`src/rtl/if_fetch_stage_pkg.sv`:
```
// Shared definitions for the instruction-fetch stage: widths, reset PC,
// special instruction encodings, fetch FSM states and small helpers.
package if_fetch_stage_pkg;

  localparam int ADDR_W = 16;
  localparam int INST_W = 16;

  localparam logic [ADDR_W-1:0] RESET_PC  = 16'h0000;
  localparam logic [ADDR_W-1:0] PC_INC    = 16'h0002;
  localparam logic [ADDR_W-1:0] PC_ALIGN  = 16'hFFFE;
  localparam logic [INST_W-1:0] NOP_INST  = 16'h0000;
  localparam logic [INST_W-1:0] HALT_INST = 16'hFFFF;

  typedef enum logic [0:0] {
    ST_RUN    = 1'b0,
    ST_HALTED = 1'b1
  } fetch_state_e;

  // Instructions are 16-bit, so every fetch address is even.
  function automatic logic [ADDR_W-1:0] align_pc(input logic [ADDR_W-1:0] target);
    return target & PC_ALIGN;
  endfunction

  // Event counter that sticks at its maximum instead of wrapping.
  function automatic logic [31:0] sat_inc(input logic [31:0] cnt);
    return (cnt == 32'hFFFF_FFFF) ? cnt : (cnt + 32'd1);
  endfunction

endpackage

```
`src/rtl/if_fetch_stage_if.sv`:
```
// Instruction-memory bus between the fetch stage (master) and im (slave).
interface if_fetch_stage_if;
  import if_fetch_stage_pkg::*;

  logic [ADDR_W-1:0] im_address;
  logic [INST_W-1:0] im_inst;

  modport master (output im_address, input im_inst);
  modport slave  (input im_address, output im_inst);
endinterface

```
`src/rtl/if_fetch_stage_ifid_reg.sv`:
```
// IF/ID pipeline register: holds instruction, its PC and a valid flag.
// Priority: rst > flush (insert bubble) > load > hold.
module if_fetch_stage_ifid_reg
  import if_fetch_stage_pkg::*;
(
  input  logic              clk,
  input  logic              rst,
  input  logic              load,
  input  logic              flush,
  input  logic [INST_W-1:0] load_inst,
  input  logic [ADDR_W-1:0] load_pc,
  output logic [INST_W-1:0] inst,
  output logic [ADDR_W-1:0] pc,
  output logic              valid
);

  logic [INST_W-1:0] inst_d, inst_q;
  logic [ADDR_W-1:0] pc_d, pc_q;
  logic              valid_d, valid_q;

  // Next-state selection for the IF/ID contents.
  always_comb begin
    inst_d  = inst_q;
    pc_d    = pc_q;
    valid_d = valid_q;
    if (flush) begin
      inst_d  = NOP_INST;
      pc_d    = {ADDR_W{1'b0}};
      valid_d = 1'b0;
    end else if (load) begin
      inst_d  = load_inst;
      pc_d    = load_pc;
      valid_d = 1'b1;
    end else begin
      inst_d  = inst_q;
      pc_d    = pc_q;
      valid_d = valid_q;
    end
  end

  // IF/ID storage with synchronous reset to a bubble.
  always_ff @(posedge clk) begin
    if (rst) begin
      inst_q  <= NOP_INST;
      pc_q    <= {ADDR_W{1'b0}};
      valid_q <= 1'b0;
    end else begin
      inst_q  <= inst_d;
      pc_q    <= pc_d;
      valid_q <= valid_d;
    end
  end

  assign inst  = inst_q;
  assign pc    = pc_q;
  assign valid = valid_q;

endmodule

```
`src/rtl/if_fetch_stage.sv`:
```
// Instruction-fetch stage: owns the PC, drives im, fills IF/ID, and handles
// stall, redirect/flush and halt. Optional macro FETCH_PERF_EN adds
// saturating fetch/stall performance counters.
module if_fetch_stage
  import if_fetch_stage_pkg::*;
(
  input  logic                    clk,
  input  logic                    rst,
  input  logic                    stall,
  input  logic                    redirect,
  input  logic [ADDR_W-1:0]       redirect_target,
  if_fetch_stage_if.master        im_bus,
  output logic [INST_W-1:0]       ifid_inst,
  output logic [ADDR_W-1:0]       ifid_pc,
  output logic                    ifid_valid,
  output logic                    halted
`ifdef FETCH_PERF_EN
  ,
  output logic [31:0]             perf_fetch_cnt,
  output logic [31:0]             perf_stall_cnt
`endif
);

  logic [ADDR_W-1:0] pc_d, pc_q;
  fetch_state_e      state_d, state_q;
  logic              ifid_load_s;
  logic              ifid_flush_s;

  // PC, FSM and IF/ID control: redirect beats stall beats normal fetch.
  always_comb begin
    pc_d         = pc_q;
    state_d      = state_q;
    ifid_load_s  = 1'b0;
    ifid_flush_s = 1'b0;
    if (redirect) begin
      pc_d         = align_pc(redirect_target);
      state_d      = ST_RUN;
      ifid_flush_s = 1'b1;
    end else if (stall) begin
      pc_d    = pc_q;
      state_d = state_q;
    end else begin
      case (state_q)
        ST_RUN: begin
          ifid_load_s = 1'b1;
          if (im_bus.im_inst == HALT_INST) begin
            // Halt reaches decode as a real instruction; fetch parks here.
            pc_d    = pc_q;
            state_d = ST_HALTED;
          end else begin
            pc_d    = pc_q + PC_INC;
            state_d = ST_RUN;
          end
        end
        ST_HALTED: begin
          ifid_flush_s = 1'b1;
        end
        default: begin
          state_d      = ST_RUN;
          ifid_flush_s = 1'b1;
        end
      endcase
    end
  end

  // PC and fetch-state registers.
  always_ff @(posedge clk) begin
    if (rst) begin
      pc_q    <= RESET_PC;
      state_q <= ST_RUN;
    end else begin
      pc_q    <= pc_d;
      state_q <= state_d;
    end
  end

  if_fetch_stage_ifid_reg u_ifid_reg (
    .clk       (clk),
    .rst       (rst),
    .load      (ifid_load_s),
    .flush     (ifid_flush_s),
    .load_inst (im_bus.im_inst),
    .load_pc   (pc_q),
    .inst      (ifid_inst),
    .pc        (ifid_pc),
    .valid     (ifid_valid)
  );

  assign im_bus.im_address = pc_q;
  assign halted            = (state_q == ST_HALTED);

`ifdef FETCH_PERF_EN
  logic [31:0] fetch_cnt_d, fetch_cnt_q;
  logic [31:0] stall_cnt_d, stall_cnt_q;

  // Count valid loads into IF/ID and stall cycles not overridden by redirect.
  always_comb begin
    fetch_cnt_d = fetch_cnt_q;
    stall_cnt_d = stall_cnt_q;
    if (ifid_load_s) begin
      fetch_cnt_d = sat_inc(fetch_cnt_q);
    end else begin
      fetch_cnt_d = fetch_cnt_q;
    end
    if (stall && !redirect) begin
      stall_cnt_d = sat_inc(stall_cnt_q);
    end else begin
      stall_cnt_d = stall_cnt_q;
    end
  end

  // Performance counter registers.
  always_ff @(posedge clk) begin
    if (rst) begin
      fetch_cnt_q <= 32'd0;
      stall_cnt_q <= 32'd0;
    end else begin
      fetch_cnt_q <= fetch_cnt_d;
      stall_cnt_q <= stall_cnt_d;
    end
  end

  assign perf_fetch_cnt = fetch_cnt_q;
  assign perf_stall_cnt = stall_cnt_q;
`endif

endmodule

```
`src/flat_wrapper.sv`:
```
// flat-port wrapper written by rule: the top's interface ports become plain ports
module if_fetch_stage_flat import if_fetch_stage_pkg::*;
  (clk, rst, stall, redirect, redirect_target, ifid_inst, ifid_pc, ifid_valid, halted, im_bus_im_address, im_bus_im_inst);
  if_fetch_stage_if im_bus_i ();
  input  logic clk;
  input  logic rst;
  input  logic stall;
  input  logic redirect;
  input  logic [ADDR_W-1:0] redirect_target;
  output logic [INST_W-1:0] ifid_inst;
  output logic [ADDR_W-1:0] ifid_pc;
  output logic ifid_valid;
  output logic halted;
  output wire logic [$bits(im_bus_i.im_address)-1:0] im_bus_im_address;
  input wire logic [$bits(im_bus_i.im_inst)-1:0] im_bus_im_inst;
  assign im_bus_im_address = im_bus_i.im_address;
  assign im_bus_i.im_inst = im_bus_im_inst;
  if_fetch_stage u_core (.clk(clk), .rst(rst), .stall(stall), .redirect(redirect), .redirect_target(redirect_target), .im_bus(im_bus_i), .ifid_inst(ifid_inst), .ifid_pc(ifid_pc), .ifid_valid(ifid_valid), .halted(halted));
endmodule
```
`config.mk`:
```
export PLATFORM = sky130hd
export DESIGN_NAME = if_fetch_stage_flat
export DESIGN_NICKNAME = d
export VERILOG_FILES = /design/src/rtl/if_fetch_stage_pkg.sv /design/src/rtl/if_fetch_stage_if.sv /design/src/rtl/if_fetch_stage_ifid_reg.sv /design/src/rtl/if_fetch_stage.sv /design/src/flat_wrapper.sv
export SDC_FILE = /design/constraint.sdc
export NUM_CORES = 1
export LEC_CHECK = 0
export BUFFER_PORTS_ARGS = -buffer_cell sky130_fd_sc_hd__buf_2
export CELL_PAD_IN_SITES_DETAIL_PLACEMENT = 1
export CELL_PAD_IN_SITES_GLOBAL_PLACEMENT = 2
export CORE_MARGIN = 8
export CORE_UTILIZATION = 23
export DETAILED_ROUTE_END_ITERATION = 8
export PLACE_DENSITY = 0.73
export SETUP_SLACK_MARGIN = 0.02
export SLEW_MARGIN = 25
export SYNTH_ARGS = -nofsm -noshare
export SYNTH_HDL_FRONTEND = slang
export SYNTH_SLANG_ARGS = --single-unit
```
`constraint.sdc`:
```
create_clock -name clk -period 1.54 [get_ports clk]
set_input_delay 0.077 -clock clk [delete_from_list [all_inputs] [get_ports clk]]
set_output_delay 0.077 -clock clk [all_outputs]
set_load 0.02 [all_outputs]
```
Yosys cells after proc, flatten, opt, wreduce, memory -nomap -nowiden
Index checks and enable logic that the tools add are counted.
Widths: inputs -> output; s select.
{ "word_totals": {"elab_cells": 30, "reg_bits": 50} }
{ "classes": {"bitwise": 3, "addsub": 1, "n_eq_ne": 4, "n_reduce_logical": 4, "mux": 12} }
{ "op_table": {"columns": ["operator", "n"], "rows": [
  ["$mux 16", 4],
  ["$add 16x2->16 const B", 1],
  ["$eq 16x16->1 const B", 1],
  ["$mux 1", 8],
  ["$reduce_and 3->1", 2],
  ["$ne 2x2->1 const B", 2],
  ["$reduce_or 2->1", 2],
  ["$not 1->1", 3],
  ["$ne 2x1->1 const B", 1]
]} }

Depth between registers and ports, before layout
{ "depth": {"word_depth": 5, "mapped_depth": 6, "depth_no_buf": 5} }

Modules after synthesis
From an unflattened synthesis, not the netlist that was laid out.
{ "hier_totals": {"hier_cells": 234, "area_unflattened_um2": 2230.9} }
{ "modules_own_cells": {"columns": ["mod", "area_per_inst_um2", "cells_per_inst", "seq_area_each_um2", "instances"], "rows": [
  ["if_fetch_stage_ifid_reg", 1214.9, 108, 660.6, 1],
  ["if_fetch_stage", 1016.0, 126, 320.3, 1]
]} }

Worst setup path before layout
No wires, ideal clock.
{ "synth_timing": {"kind": "flip-flop to flip-flop", "from": "register u_core.pc_q[1], in the netlist u_core.im_bus.im_address[1]", "to": "register u_core.pc_q[11], in the netlist u_core.im_bus.im_address[11]", "setup_slack_ns": -0.319, "period_less_slack_ns": 1.859, "arrival_time_ns": 1.768, "setup_time_ns": 0.091, "path_stages_with_launch": 6, "path_cell_list": "dfxtp_1 -> ha_1 -> and4_1 -> nand3_1 -> or4_1 -> a311oi_1"} }
{ "synth_via": {"elab_chain_len": 5} }
{ "synth_rtl": {"columns": ["element", "line", "source"], "rows": [
  ["from (decl)", "if_fetch_stage.sv:24", "logic [ADDR_W-1:0] pc_d, pc_q;"],
  ["from (signal assigned)", "if_fetch_stage.sv:72", "pc_q <= pc_d;"],
  ["$add 16x2->16", "if_fetch_stage.sv:51", "pc_d = pc_q + PC_INC;"],
  ["$mux 16", "if_fetch_stage.sv:46", "if (im_bus.im_inst == HALT_INST) begin"],
  ["$mux 16", "if_fetch_stage.sv:43", "case (state_q)"],
  ["$mux 16", "if_fetch_stage.sv:39", "end else if (stall) begin"],
  ["$mux 16", "if_fetch_stage.sv:35", "if (redirect) begin"]
]} }
Every way passes these cells. The select of a mux whose other input is x is not followed.
A chain may end at the register's enable or synchronous reset.

Worst setup path after layout
{ "layout_timing": {"from": "register u_core.pc_q[1], in the netlist u_core.im_bus.im_address[1]", "to": "register u_core.pc_q[13], in the netlist u_core.im_bus.im_address[13]"} }
Same word-level chain as after synthesis.

==> results.md <==
- Status: finished with violations
- Failing checks: negative setup slack
- Final instance area: 3050 um2
- Vias in the first global route: between 2000 and 2500
- RSZ-0062 raised after global routing: yes
- Min-Delay Endpoint: u_core.u_ifid_reg.inst[2]
- Final antenna-violating net count: 0
- Part of the power in registers: around half
- DR iter-0 viols: 69
- CTS Root Cell: clkbuf_8
- Post-synth EDFFs: 0
- Share of flip-flops with an asynchronous set or reset: 0%
- Min Clock Period, post-route: 1.67 ns
- Min Hold Slack: 0.0165 ns
- Worst Slack Setup Final: -0.128 ns
- Final hold vios: 0
- Hold Crit Depth: 3
- Clk pwr share: a little under a third
- Residual DRC: 0
- Hold path startpoint: im_bus_im_inst[2]
- FF-to-FF Start: u_core.im_bus.im_address[1]
- Die W: between 100 and 150 um
- Fmax achieved: ~600 MHz
- HP Class: in -> reg
- Global Route Usage Sum: ~12%
- Reg2reg end: u_core.im_bus.im_address[13]
- Mux share of post-synthesis cell area: 0%
- Final nets: 399
- Routed wire length: just under 8000 um
- Tot Pwr: between 2 and 3 mW
- Logic pwr share: 17.0%
- Synth area leader: dfxtp_1
- Vias after detailed routing: approximately 2300
- Top post-synthesis cells by area: dfxtp_1, nand2_1, a21oi_1, a311oi_1, clkbuf_1
- DPL Wire Length: 5880 um
- Die Ht: about 110 um
- Cell depth of the worst flop-to-flop path: 6
- Drt wl/cell: roughly 17 um
- Clk sinks: 48
- CP startpoint kind: flip-flop
- Seq/Total Area, Yosys: between 40 and 50%
- Worst Clk Skew: just over 0.007 ns
- Ys Warns: 0
- Most frequent cells after synthesis: nand2_1, dfxtp_1, a21oi_1
- MaxCap Viol Count: 0
- Gr ovfl total: 0
- Post-synthesis simple-gate area fraction: between 20 and 30%
- Area post-placement: approximately 2800 um2
- CTS Buf Count: 5
- Post-synthesis adder-cell area fraction: 0.594%
- Final worst-path cycle share: 108%
- Placed insts: between 400 and 500
- FILL cells: ~1100
- Max Buffers Root-to-Sink: 2
- Synth cell types: 39
- # IOs: between 80 and 90
- GPL Wtd Cong: 0.771
- Seq cells post-synth: 48
- Top-count cell post-synth: nand2_1
- Reg clk slew, reported paths: 0.09 ns
- Layout area overhead: 44.7%
- VDD IR-drop max: ~0.00039 V
- R2R Setup Slk: -0.13 ns
- First-pass GRT wire length: between 10000 and 15000 um
- P per Cell Area: roughly 840 nW/um2
- Critical Path AT: 1.90 ns
- CTS Hold Bufs: 0
- Pre-CTS worst setup slack: -0.145 ns
- Final setup fails: 4
- Post-route insts no fill: 474
- Fraction of layout cells with a size suffix above 1: about 40%
- Largest net degree at the start of global routing: 33
- Row cnt: 35
- Largest family of logic cells by synthesized area: simple AND/OR/NAND/NOR gates
- Area fraction of the dominant cell type after synthesis: approximately 46%
- Via/cell ratio: about 4.8
- Compound-Gate Fraction of Synth Area: 19.7%
- CP Class: reg -> reg
- Leakage power figure: 1.29 nW
- Top FF cell, synth: dfxtp_1
- Setup TNS: -0.236 ns
- Synth Area in XOR/XNOR: less than 1%
- Synth Instances: roughly 260
- ANT cells: 0
- Clock latency on the worst-skew pair: approximately 0.30 ns
- CTS H-tree lvls: 2
- Initial antenna violation count: 1
- Worst-path fanout max: 7
- NetSw: approximately 740 uW
- Core box area: 9060 um2
- IO buf count: slightly above 80
- Starting Density: a little under a quarter
- Max-slew violations: 0
- Sw Ratio: roughly 29%
- Drt first pass iters: 4
- Final Util: between 30% and 40%
- Average cell area after synthesis: around 8 um2
- CP Capture Type: flip-flop
- CTS tree: yes
- Die area: ~12000 um2
- Critical path required time: approximately 1.8 ns
- Mapped Area: ~2100 um2
- Power Internal: 1.82 mW
[cell type report]
class                   instances  area [um2]  share of cell area (%)
well taps                     111         139                    4.56
repair buffers                109         672                    22.1
clock inverters                 2        10.0                   0.329
multi-input cells             190        1130                    37.0
flip-flops and latches         48         986                    32.4
inverters                       8        30.0                   0.986
clock buffers                   6        82.6                    2.71
[layout by cell type, fill, tap and decap left out, drive strengths merged, types with 7 or more instances in the layout]
cell | netlist | final
or4 | 7 | 7
clkbuf | 15 | 7
nor2 | 14 | 14
nand2 | 66 | 66
a21oi | 32 | 32
nand3 | 8 | 8
dfxtp | 48 | 48
a311oi | 7 | 7
buf | 4 | 108
nand4 | 7 | 7
o21ai | 11 | 11
inv | 8 | 8
[worst max path at each step]
stage / startpoint / end / slack [ns] / cells after the start
2_1_floorplan: u_core.im_bus.im_address[1] / u_core.im_bus.im_address[11] / -0.08 / 5
3_3_place_gp: u_core.im_bus.im_address[1] / u_core.im_bus.im_address[11] / -0.09 / 5
3_5_place_dp: u_core.im_bus.im_address[1] / u_core.im_bus.im_address[11] / -0.15 / 5
4_1_cts: u_core.im_bus.im_address[1] / u_core.im_bus.im_address[11] / -0.11 / 5
5_1_grt: u_core.im_bus.im_address[1] / u_core.im_bus.im_address[13] / -0.18 / 6
6_report: u_core.im_bus.im_address[1] / u_core.im_bus.im_address[13] / -0.13 / 6
[cell families (layout without fill, tap and decap cells)]
family	Yosys count	count (layout)
other	1	2
adder cells (fa/ha/maj)	1	1
AO/OA/AOI/OAI	66	66
flip-flops	48	48
AND/OR/NAND/NOR	120	120
XOR/XNOR	1	1
buffers and inverters	27	125
[repair_timing]
action                     in CTS  in global routing
setup endpoints to repair       8                 22
setup buffers                   2                  0
cloned                          0                  1
hold endpoints to repair        0                  0
pin swaps                       7                  3
gates resized for setup         5                  9
[power groups by stage]
stage	clock, mW	combinational (mW)	sequential [mW]
CTS	0.828	0.428	1.33
floorplan	0	0.146	1.41
global route	0.878	0.479	1.33
detailed placement	0	0.423	1.35
finish	0.795	0.435	1.33
global placement	0	0.419	1.35
[critical path, cell delays in order, from the launching register on]
cell     delay (ns)
dfxtp_4        0.38
ha_4           0.13
and4_4         0.24
nand3_4        0.11
buf_6          0.15
or4_4          0.41
a31oi_2        0.19
[per-layer routing]
layer / up-vias / routed length, um / track usage, %
met4: 2 / 86 / 3.46
met2: 61 / 3690 / 20.1
met1: 1096 / 3590 / 14.4
met3: 8 / 502 / 3.84
met5: - / 13 / 0
li1: 1128 / - / -
[state kept, by name, summed over array words and instances, names as in the netlist]
| signal | count |
|---|---|
| u_core.u_ifid_reg.inst | 16 |
| u_core.im_bus.im_address | 15 |
| u_core.u_ifid_reg.pc | 15 |
| u_core.halted | 1 |
| u_core.u_ifid_reg.valid | 1 |
Note: power is estimated with default switching activity, not from simulation.
